==> config.mk <==
export PLATFORM = sky130hd
export DESIGN_NAME = dsc_slice_sched
export DESIGN_NICKNAME = d
export VERILOG_FILES = /design/src/rtl/dsc_slice_sched.sv
export SDC_FILE = /design/constraint.sdc
export NUM_CORES = 1
export LEC_CHECK = 0
export ABC_AREA = 0
export BUFFER_PORTS_ARGS = -buffer_cell sky130_fd_sc_hd__clkbuf_2
export CAP_MARGIN = 20
export CORE_MARGIN = 5
export CORE_UTILIZATION = 25
export DETAILED_ROUTE_END_ITERATION = 8
export RECOVER_POWER = 50
export SLEW_MARGIN = 40
export SYNTH_ARGS = -nofsm -noshare
export SYNTH_HDL_FRONTEND = slang
export SYNTH_SLANG_ARGS = --single-unit
==> constraint.sdc <==
create_clock -name clk -period 10.6 [get_ports clk]
set_clock_uncertainty 0.05 [all_clocks]
set_input_delay 2.65 -clock clk [delete_from_list [all_inputs] [get_ports clk]]
set_output_delay 2.65 -clock clk [all_outputs]
set_load 0.02 [all_outputs]
==> src/rtl/dsc_slice_sched.sv <==
// Frame-level DSC slice scheduler: validates slice geometry, then hands slice
// origins in raster order to the lowest-index idle engine and waits for all done.
module dsc_slice_sched #(
  parameter int NUM_ENG = 2,
  parameter int DIM_W   = 16,
  parameter int BPP_W   = 10
) (
  input  logic               clk,
  input  logic               rst,
  input  logic               cfg_valid,
  output logic               cfg_ready,
  input  logic [DIM_W-1:0]   cfg_pic_w,
  input  logic [DIM_W-1:0]   cfg_pic_h,
  input  logic [DIM_W-1:0]   cfg_slice_w,
  input  logic [DIM_W-1:0]   cfg_slice_h,
  input  logic [BPP_W-1:0]   cfg_bpp,
  input  logic               abort,
  output logic [NUM_ENG-1:0] eng_start,
  output logic [DIM_W-1:0]   eng_x,
  output logic [DIM_W-1:0]   eng_y,
  output logic [15:0]        eng_chunk_size,
  output logic [DIM_W-1:0]   eng_slice_idx,
  input  logic [NUM_ENG-1:0] eng_done,
  output logic               busy,
  output logic               frame_done,
  output logic               cfg_err,
  output logic [DIM_W-1:0]   slice_cnt,
  output logic [1:0]         state_dbg
);

  // cfg handshake: a configuration is taken on a rising edge where
  // cfg_valid & cfg_ready; cfg_ready is high exactly while the FSM is IDLE.

  localparam int PROD_W = DIM_W + BPP_W;

  typedef enum logic [1:0] {
    S_IDLE     = 2'd0,
    S_CHECK    = 2'd1,
    S_DISPATCH = 2'd2,
    S_DRAIN    = 2'd3
  } state_t;

  state_t state_q, state_d;

  logic [DIM_W-1:0]   pic_w_q, pic_h_q, slice_w_q, slice_h_q;
  logic [BPP_W-1:0]   bpp_q;
  logic [DIM_W-1:0]   rw_q, rh_q;
  logic [DIM_W-1:0]   x_q, y_q;
  logic [15:0]        chunk_q;
  logic               check_first_q;
  logic [NUM_ENG-1:0] eng_busy_q;

  logic               accept;
  logic [PROD_W-1:0]  prod;
  logic [PROD_W-1:0]  chunk_full;
  logic               cfg_zero, chunk_big;
  logic               geom_done, geom_bad;
  logic               has_idle;
  logic [NUM_ENG-1:0] pick_oh;
  logic [DIM_W:0]     x_sum, y_sum;
  logic               row_end, last_slice;

  logic err_set, done_set, dispatch;

  assign cfg_ready = (state_q == S_IDLE);
  assign busy      = (state_q != S_IDLE);
  assign state_dbg = state_q;
  assign accept    = cfg_valid & cfg_ready;

  // Chunk size in bytes: slice_w * bpp carries 4 fractional bits, so /16 for
  // bits and /8 for bytes, rounded up.
  assign prod       = PROD_W'(slice_w_q) * PROD_W'(bpp_q);
  assign chunk_full = (prod + PROD_W'(127)) >> 7;
  assign chunk_big  = (chunk_full > PROD_W'(65535));
  assign cfg_zero   = (slice_w_q == '0) || (slice_h_q == '0) || (pic_w_q == '0) ||
                      (pic_h_q == '0) || (bpp_q == '0);

  assign geom_done = (rw_q < slice_w_q) && (rh_q < slice_h_q);
  assign geom_bad  = (rw_q != '0) || (rh_q != '0);

  assign x_sum      = {1'b0, x_q} + {1'b0, slice_w_q};
  assign y_sum      = {1'b0, y_q} + {1'b0, slice_h_q};
  assign row_end    = (x_sum == {1'b0, pic_w_q});
  assign last_slice = row_end && (y_sum == {1'b0, pic_h_q});

  always_comb begin
    pick_oh  = '0;
    has_idle = 1'b0;
    for (int i = 0; i < NUM_ENG; i++) begin
      if (!eng_busy_q[i] && !has_idle) begin
        pick_oh[i] = 1'b1;
        has_idle   = 1'b1;
      end
    end
  end

  always_ff @(posedge clk or posedge rst) begin
    if (rst) state_q <= S_IDLE;
    else     state_q <= state_d;
  end

  always_comb begin
    state_d  = state_q;
    err_set  = 1'b0;
    done_set = 1'b0;
    dispatch = 1'b0;
    case (state_q)
      S_IDLE: begin
        if (accept) state_d = S_CHECK;
      end
      S_CHECK: begin
        if (abort) begin
          state_d = S_IDLE;
        end else if (check_first_q && (cfg_zero || chunk_big)) begin
          err_set = 1'b1;
          state_d = S_IDLE;
        end else if (geom_done) begin
          if (geom_bad) begin
            err_set = 1'b1;
            state_d = S_IDLE;
          end else begin
            state_d = S_DISPATCH;
          end
        end
      end
      S_DISPATCH: begin
        if (abort) begin
          state_d = S_IDLE;
        end else if (has_idle) begin
          dispatch = 1'b1;
          if (last_slice) state_d = S_DRAIN;
        end
      end
      S_DRAIN: begin
        if (abort) begin
          state_d = S_IDLE;
        end else if (eng_busy_q == '0) begin
          done_set = 1'b1;
          state_d  = S_IDLE;
        end
      end
      default: state_d = S_IDLE;
    endcase
  end

  always_ff @(posedge clk or posedge rst) begin
    if (rst) begin
      pic_w_q        <= '0;
      pic_h_q        <= '0;
      slice_w_q      <= '0;
      slice_h_q      <= '0;
      bpp_q          <= '0;
      rw_q           <= '0;
      rh_q           <= '0;
      x_q            <= '0;
      y_q            <= '0;
      chunk_q        <= '0;
      check_first_q  <= 1'b0;
      eng_busy_q     <= '0;
      eng_start      <= '0;
      eng_x          <= '0;
      eng_y          <= '0;
      eng_chunk_size <= '0;
      eng_slice_idx  <= '0;
      frame_done     <= 1'b0;
      cfg_err        <= 1'b0;
      slice_cnt      <= '0;
    end else begin
      eng_start  <= '0;
      frame_done <= done_set;
      cfg_err    <= err_set;

      if (accept) begin
        pic_w_q       <= cfg_pic_w;
        pic_h_q       <= cfg_pic_h;
        slice_w_q     <= cfg_slice_w;
        slice_h_q     <= cfg_slice_h;
        bpp_q         <= cfg_bpp;
        rw_q          <= cfg_pic_w;
        rh_q          <= cfg_pic_h;
        x_q           <= '0;
        y_q           <= '0;
        slice_cnt     <= '0;
        check_first_q <= 1'b1;
      end

      // Geometry check divides by repeated subtraction, one step per cycle.
      if (state_q == S_CHECK) begin
        check_first_q <= 1'b0;
        if (check_first_q) chunk_q <= chunk_full[15:0];
        if (rw_q >= slice_w_q) rw_q <= rw_q - slice_w_q;
        if (rh_q >= slice_h_q) rh_q <= rh_q - slice_h_q;
      end

      // Done pulses outside an active frame (or after abort) must not leak in.
      if (abort || state_q == S_IDLE) begin
        eng_busy_q <= '0;
      end else begin
        eng_busy_q <= (eng_busy_q & ~eng_done) | (dispatch ? pick_oh : '0);
      end

      if (dispatch) begin
        eng_start      <= pick_oh;
        eng_x          <= x_q;
        eng_y          <= y_q;
        eng_chunk_size <= chunk_q;
        eng_slice_idx  <= slice_cnt;
        slice_cnt      <= slice_cnt + DIM_W'(1);
        if (row_end) begin
          x_q <= '0;
          y_q <= y_sum[DIM_W-1:0];
        end else begin
          x_q <= x_sum[DIM_W-1:0];
        end
      end
    end
  end

endmodule

## After elaboration in Yosys (flattened, before gate mapping)

Cells that the tools add are included.

| operators by class | value |
|---|---|
| reduce and logical (&&, ||, !) cells | 26 |
| multiply operators | 1 |
| equal/unequal tests | 10 |
| $lt $le $gt $ge | 5 |
| $add $sub $neg | 6 |
| bitwise gates (word level) | 4 |
| muxes and demuxes | 42 |

Operator list:

| operator | count |
|---|---|
| $mux W16 | 13 |
| $logic_not A16 Y1 | 4 |
| $add A16 B16 Y17 | 2 |
| $eq A17 B16 Y1 | 2 |
| $ge A16 B16 Y1 | 2 |
| $lt A16 B16 Y1 | 2 |
| $reduce_bool A16 Y1 | 2 |
| $sub A16 B16 Y16 | 2 |
| $add A26 B7 Y26 const B | 1 |
| $mul A16 B10 Y26 | 1 |
| $mux W2 | 12 |
| $gt A19 B16 Y1 const B | 1 |
| $add A16 B1 Y16 const B | 1 |
| $mux W1 | 16 |
| $logic_not A10 Y1 | 1 |
| $ne A3 B3 Y1 const B | 3 |
| $pmux W2 S4 | 1 |
| $logic_or A1 B1 Y1 | 7 |
| $reduce_bool A2 Y1 | 3 |
| $reduce_and A5 Y1 | 1 |
| $eq A2 B2 Y1 const B | 2 |
| $logic_and A1 B1 Y1 | 4 |
| $logic_not A2 Y1 | 2 |
| $ne A4 B4 Y1 const B | 1 |
| 8 further kinds | 8 |

| storage, ports and cells | value |
|---|---|
| output and inout bits | 88 |
| input port bits | 80 |
| logic and storage cells | 115 |
| register bits | 243 |

## Logic depth before layout (Yosys ltp)

| logic depth | value |
|---|---|
| depth after elaboration | 10 |
| gate-level depth with buffers | 23 |
| gate-level depth less buffers | 21 |

## Worst setup path after synthesis

OpenSTA, ideal clock, no wires.

| timing path | value |
|---|---|
| path type | register -> register |
| from | register bpp_q[1] |
| to | register state_q[1] (netlist: state_dbg[1]) |
| library setup time | 0.095 ns |
| stages on the path, launching flop included | 22 |
| arrival | 5.530 ns |
| period minus slack after synthesis | 5.676 ns |
| required time | 10.455 ns |
| path buffers | 2 |
| setup slack | 4.924 ns |
| path through | dfrtp_1 clkbuf_1 clkbuf_1 nand2_1 fa_1 inv_1 fa_1 inv_1 fa_1 fa_1 fa_1 inv_1 ha_1 a21oi_1 o21ai_0 a211oi_1 a211oi_1 or2_2 a211oi_1 o2111a_1 o21ai_0 o31ai_1 |

| between the ends | value |
|---|---|
| longest elaborated chain between the ends | 8 |
| elaborated cells on any way between the ends | 12 |
| those cells by class | add/sub: 1; mul: 1; order compare: 1; eq/ne: 1; mux: 3; reduce/logical: 5 |

Ends and longest elaborated chain:

| element | line | source |
|---|---|---|
| start: declaration | 46 | `logic [BPP_W-1:0] bpp_q;` |
| start signal: assignment | 178 | `bpp_q <= cfg_bpp;` |
| $mul A16 B10 Y26 | 72 | `assign prod = PROD_W'(slice_w_q) * PROD_W'(bpp_q);` |
| $add A26 B7 Y26 | 73 | `assign chunk_full = (prod + PROD_W'(127)) >> 7;` |
| $gt A19 B16 Y1 | 74 | `assign chunk_big = (chunk_full > PROD_W'(65535));` |
| $logic_or A1 B1 Y1 (*) | 114 | `end else if (check_first_q && (cfg_zero \|\| chunk_big)) begin` |
| $logic_and A1 B1 Y1 (*) | 114 |  |
| $mux W2 | 114 |  |
| $mux W2 | 112 | `if (abort) begin` |
| $pmux W2 S4 | 107 | `case (state_q)` |
| end signal: assignment | 99 | `else state_q <= state_d;` |
| end: declaration | 43 | `state_t state_q, state_d;` |

Mark *: on every way between the ends. The rest lies on a longest branch, timed or not.
A chain may end at the register's enable or synchronous reset.

==> key figures <==
Outcome
  • Status: finished with violations
  • Failing checks: capacitance limit, slew limit

Placed design
  • Pre-CTS setup slack: 4478 ps
  • Placer Congestion: 0.8542
  • DP HPWL: 44730 µm
  • Cell total after placement: 3246
  • I/O Buffers: 167

Synth
  • Netlist cell types: 77
  • Seq/Total Area, Yosys: 31.94%
  • Flops & latches, synth: 243
  • Async SR Flop Fraction: 100.0%
  • Gate count of the mapped netlist: 2193
  • Top FF cell, synth: dfrtp_1
  • Synthesis Warnings: 0
  • Yosys top cell area share: 31.94%
  • Yosys top cell by area: dfrtp_1
  • Commonest cells in the netlist: nand2_1, dfrtp_1, inv_1
  • Mapped Area: 19040 µm²
  • Most frequent cell after synthesis: nand2_1
  • Mapped Avg Cell Area: 8.681 µm²
  • Area contributors post-synth: dfrtp_1, fa_1, nand2_1
  • Synthesized Nets: 2523
  • EDFF count, synth: 0

GRT
  • Total gr overflow: 0
  • Total GRT Usage: 14.14%
  • First-pass GRT wire length: 92430 µm
  • Largest net degree at the start of global routing: 127
  • Vias in the first global route: 15940
  • Antenna violations before repair: 0

Die
  • Die X: 286.0 µm
  • Initial Util: 25.15%
  • Die H: 286.0 µm
  • Die ar.: 81770 µm²
  • Site Rows: 101
  • IO Pins: 168
  • Core Footprint: 75700 µm²

Critical path
  • CP Cell Sequence: clkbuf_1, clkinvlp_2, buf_16, clkbuf_1
  • Crit end category: asynchronous set/reset pin
  • Slowest CP cell: clkbuf_1
  • Worst endpoint required time: 10410 ps
  • Setup CP Type: primary input to asynchronous set/reset pin
  • Critical path fanouts, max: 99
  • Slowest Stage Delay on Critical Path: 2560 ps
  • CP Data Arrival Time: 6800 ps
  • Worst setup SP type: primary input
  • Worst path most repeated cell: clkbuf_1

Routing
  • 1st-iter DRT viols: 1085
  • Wire per inst: 17.58 µm
  • Drc violations: 0
  • Antenna-violating nets left: 0
  • Final WL: 58020 µm
  • Vias: 15570
  • Total iterations of the first detailed-routing run: 5
  • Routed vias/inst: 4.716

CTS
  • Postcts setup bufs: 0
  • Num CTS Buffers: 29
  • Clock transition at the registers of the reported paths: 60 ps
  • CTS root buffer: clkbuf_16
  • CTS Hold Bufs: 0
  • Clk_lat worst skew: 570 ps
  • Clock tree from TritonCTS: built
  • Clk sinks: 243
  • Post-cts resize count: 0
  • CTS max path bufs: 3
  • # H-tree levels: 1

Cells and area
  • Fillers: 8027
  • Area Overhead vs Synth: 14.83%
  • Share of layout cells above drive strength 1: 11.28%
  • # diodes: 0
  • Post-Route Utilization: 28.88%
  • Post-Layout Cell Count: 3301
  • Final layout net count: 2630

STA
  • Tcrit/Tclk final: 65.98%
  • Final Hold Vio Count: 0
  • Highest clock rate: 143.0 MHz
  • Slew Viols, Final: 280
  • Setup_tns: 0 ps
  • Worst rel slew slack: -137.1%
  • Setup violators final: 0
  • Crit path time final: 6994 ps
  • RSZ-0062 raised after global routing: no
  • Setup WS post-layout: 3606 ps
  • Worst Tran Pin Value: 3557 ps

Flow run
  • Max-cap violations: 6

Min path
  • Worst hold path class: flop to flop
[metal layers]
metal  GRT usage (%)  wire length, µm  vias to the layer above  part of all wire, %
li1                -                -                     7569                    -
met4           3.212             1423                        0                  2.5
met3           2.685             3120                       83                  5.4
met5               0                0                        -                    0
met1           19.62            26860                     7602                   46
met2           23.00            26610                      312                   46
[area by class of cell]
class	count	area [µm²]	area share, %
tap	978	1224	5.598
inverter	192	721.9	3.303
clock inverter	14	156.4	0.7155
timing repair buffer	184	968.4	4.430
clock buffer	40	857.1	3.921
sequential	243	6081	27.82
multi-input combinational	1650	11850	54.22
[worst max-delay path, delay by kind of cell]
family / cells / cell delay, ps
buffers and inverters: 4 / 4020
[state kept, by name, summed over array words and instances (netlist names), 2 cells and up]
name            count
bpp_q              10
chunk_q            16
eng_busy_q          2
eng_chunk_size     16
eng_slice_idx      16
eng_start           2
eng_x              16
eng_y              16
pic_h_q            16
pic_w_q            16
rh_q               16
rw_q               16
slice_cnt          16
slice_h_q          16
slice_w_q          16
state_dbg           2
x_q                16
y_q                16
[final timing paths]
path                             from                 to  slack, ps  cells past startpoint
min reg2reg                chunk_q[4]  eng_chunk_size[4]        420                      2
max in group clk                abort             x_q[9]       4190                      8
max reg2reg                  bpp_q[1]       state_dbg[1]       4450                     16
min in group asynchronous         rst            rw_q[3]       2400                      2
max                               rst       slice_cnt[9]       3610                      4
min                        chunk_q[4]  eng_chunk_size[4]        420                      2
[placed cells by master (no fill, tap or decap), types with 10 or more instances in the layout]
| cell | synthesis | layout |
|---|---|---|
| nand2_1 | 522 | 521 |
| dfrtp_1 | 243 | 243 |
| inv_1 | 192 | 191 |
| clkbuf_2 | 2 | 164 |
| ha_1 | 130 | 130 |
| fa_1 | 120 | 120 |
| o21ai_0 | 109 | 109 |
| and2_1 | 90 | 90 |
| nor2_1 | 73 | 72 |
| a21oi_1 | 58 | 58 |
| xnor2_1 | 57 | 57 |
| nand3_1 | 37 | 37 |
| nor4_1 | 34 | 34 |
| nor3_1 | 32 | 32 |
| nand4_1 | 30 | 30 |
| clkbuf_16 | 0 | 29 |
| mux2i_1 | 24 | 24 |
| a21o_1 | 23 | 23 |
| o21a_1 | 23 | 23 |
| a31oi_1 | 22 | 22 |
| xor2_1 | 21 | 21 |
| a21boi_0 | 19 | 19 |
| nand2b_1 | 16 | 16 |
| a22o_1 | 15 | 15 |
| a211oi_1 | 15 | 14 |
| nor2b_1 | 14 | 14 |
| or2_2 | 11 | 11 |
| o21bai_1 | 11 | 11 |
| buf_4 | 1 | 11 |
| and3_1 | 10 | 10 |
| or3_1 | 10 | 10 |
[per-stage QoR]
step                area, µm²  hold slack, ps
floorplan               19040           388.6
global placement        20840           400.4
detailed placement      20890           404.7
CTS                     21900           419.9
global route            21860           437.0
finish                  21860           417.6
[cells by family after synthesis]
kind of cell / synth area share (%)
DFF: 31.94
and+or+nand+nor: 22.14
xor gates and xnor gates: 4.318
muxes: 1.380
adders and majority gates: 21.22
AOI/OAI and AO/OA: 12.97
buffers and inverters: 6.027
Power is left out: the tool's default activity adds up to more than one toggle a clock period on the data nets, which glitch-free logic cannot reach.
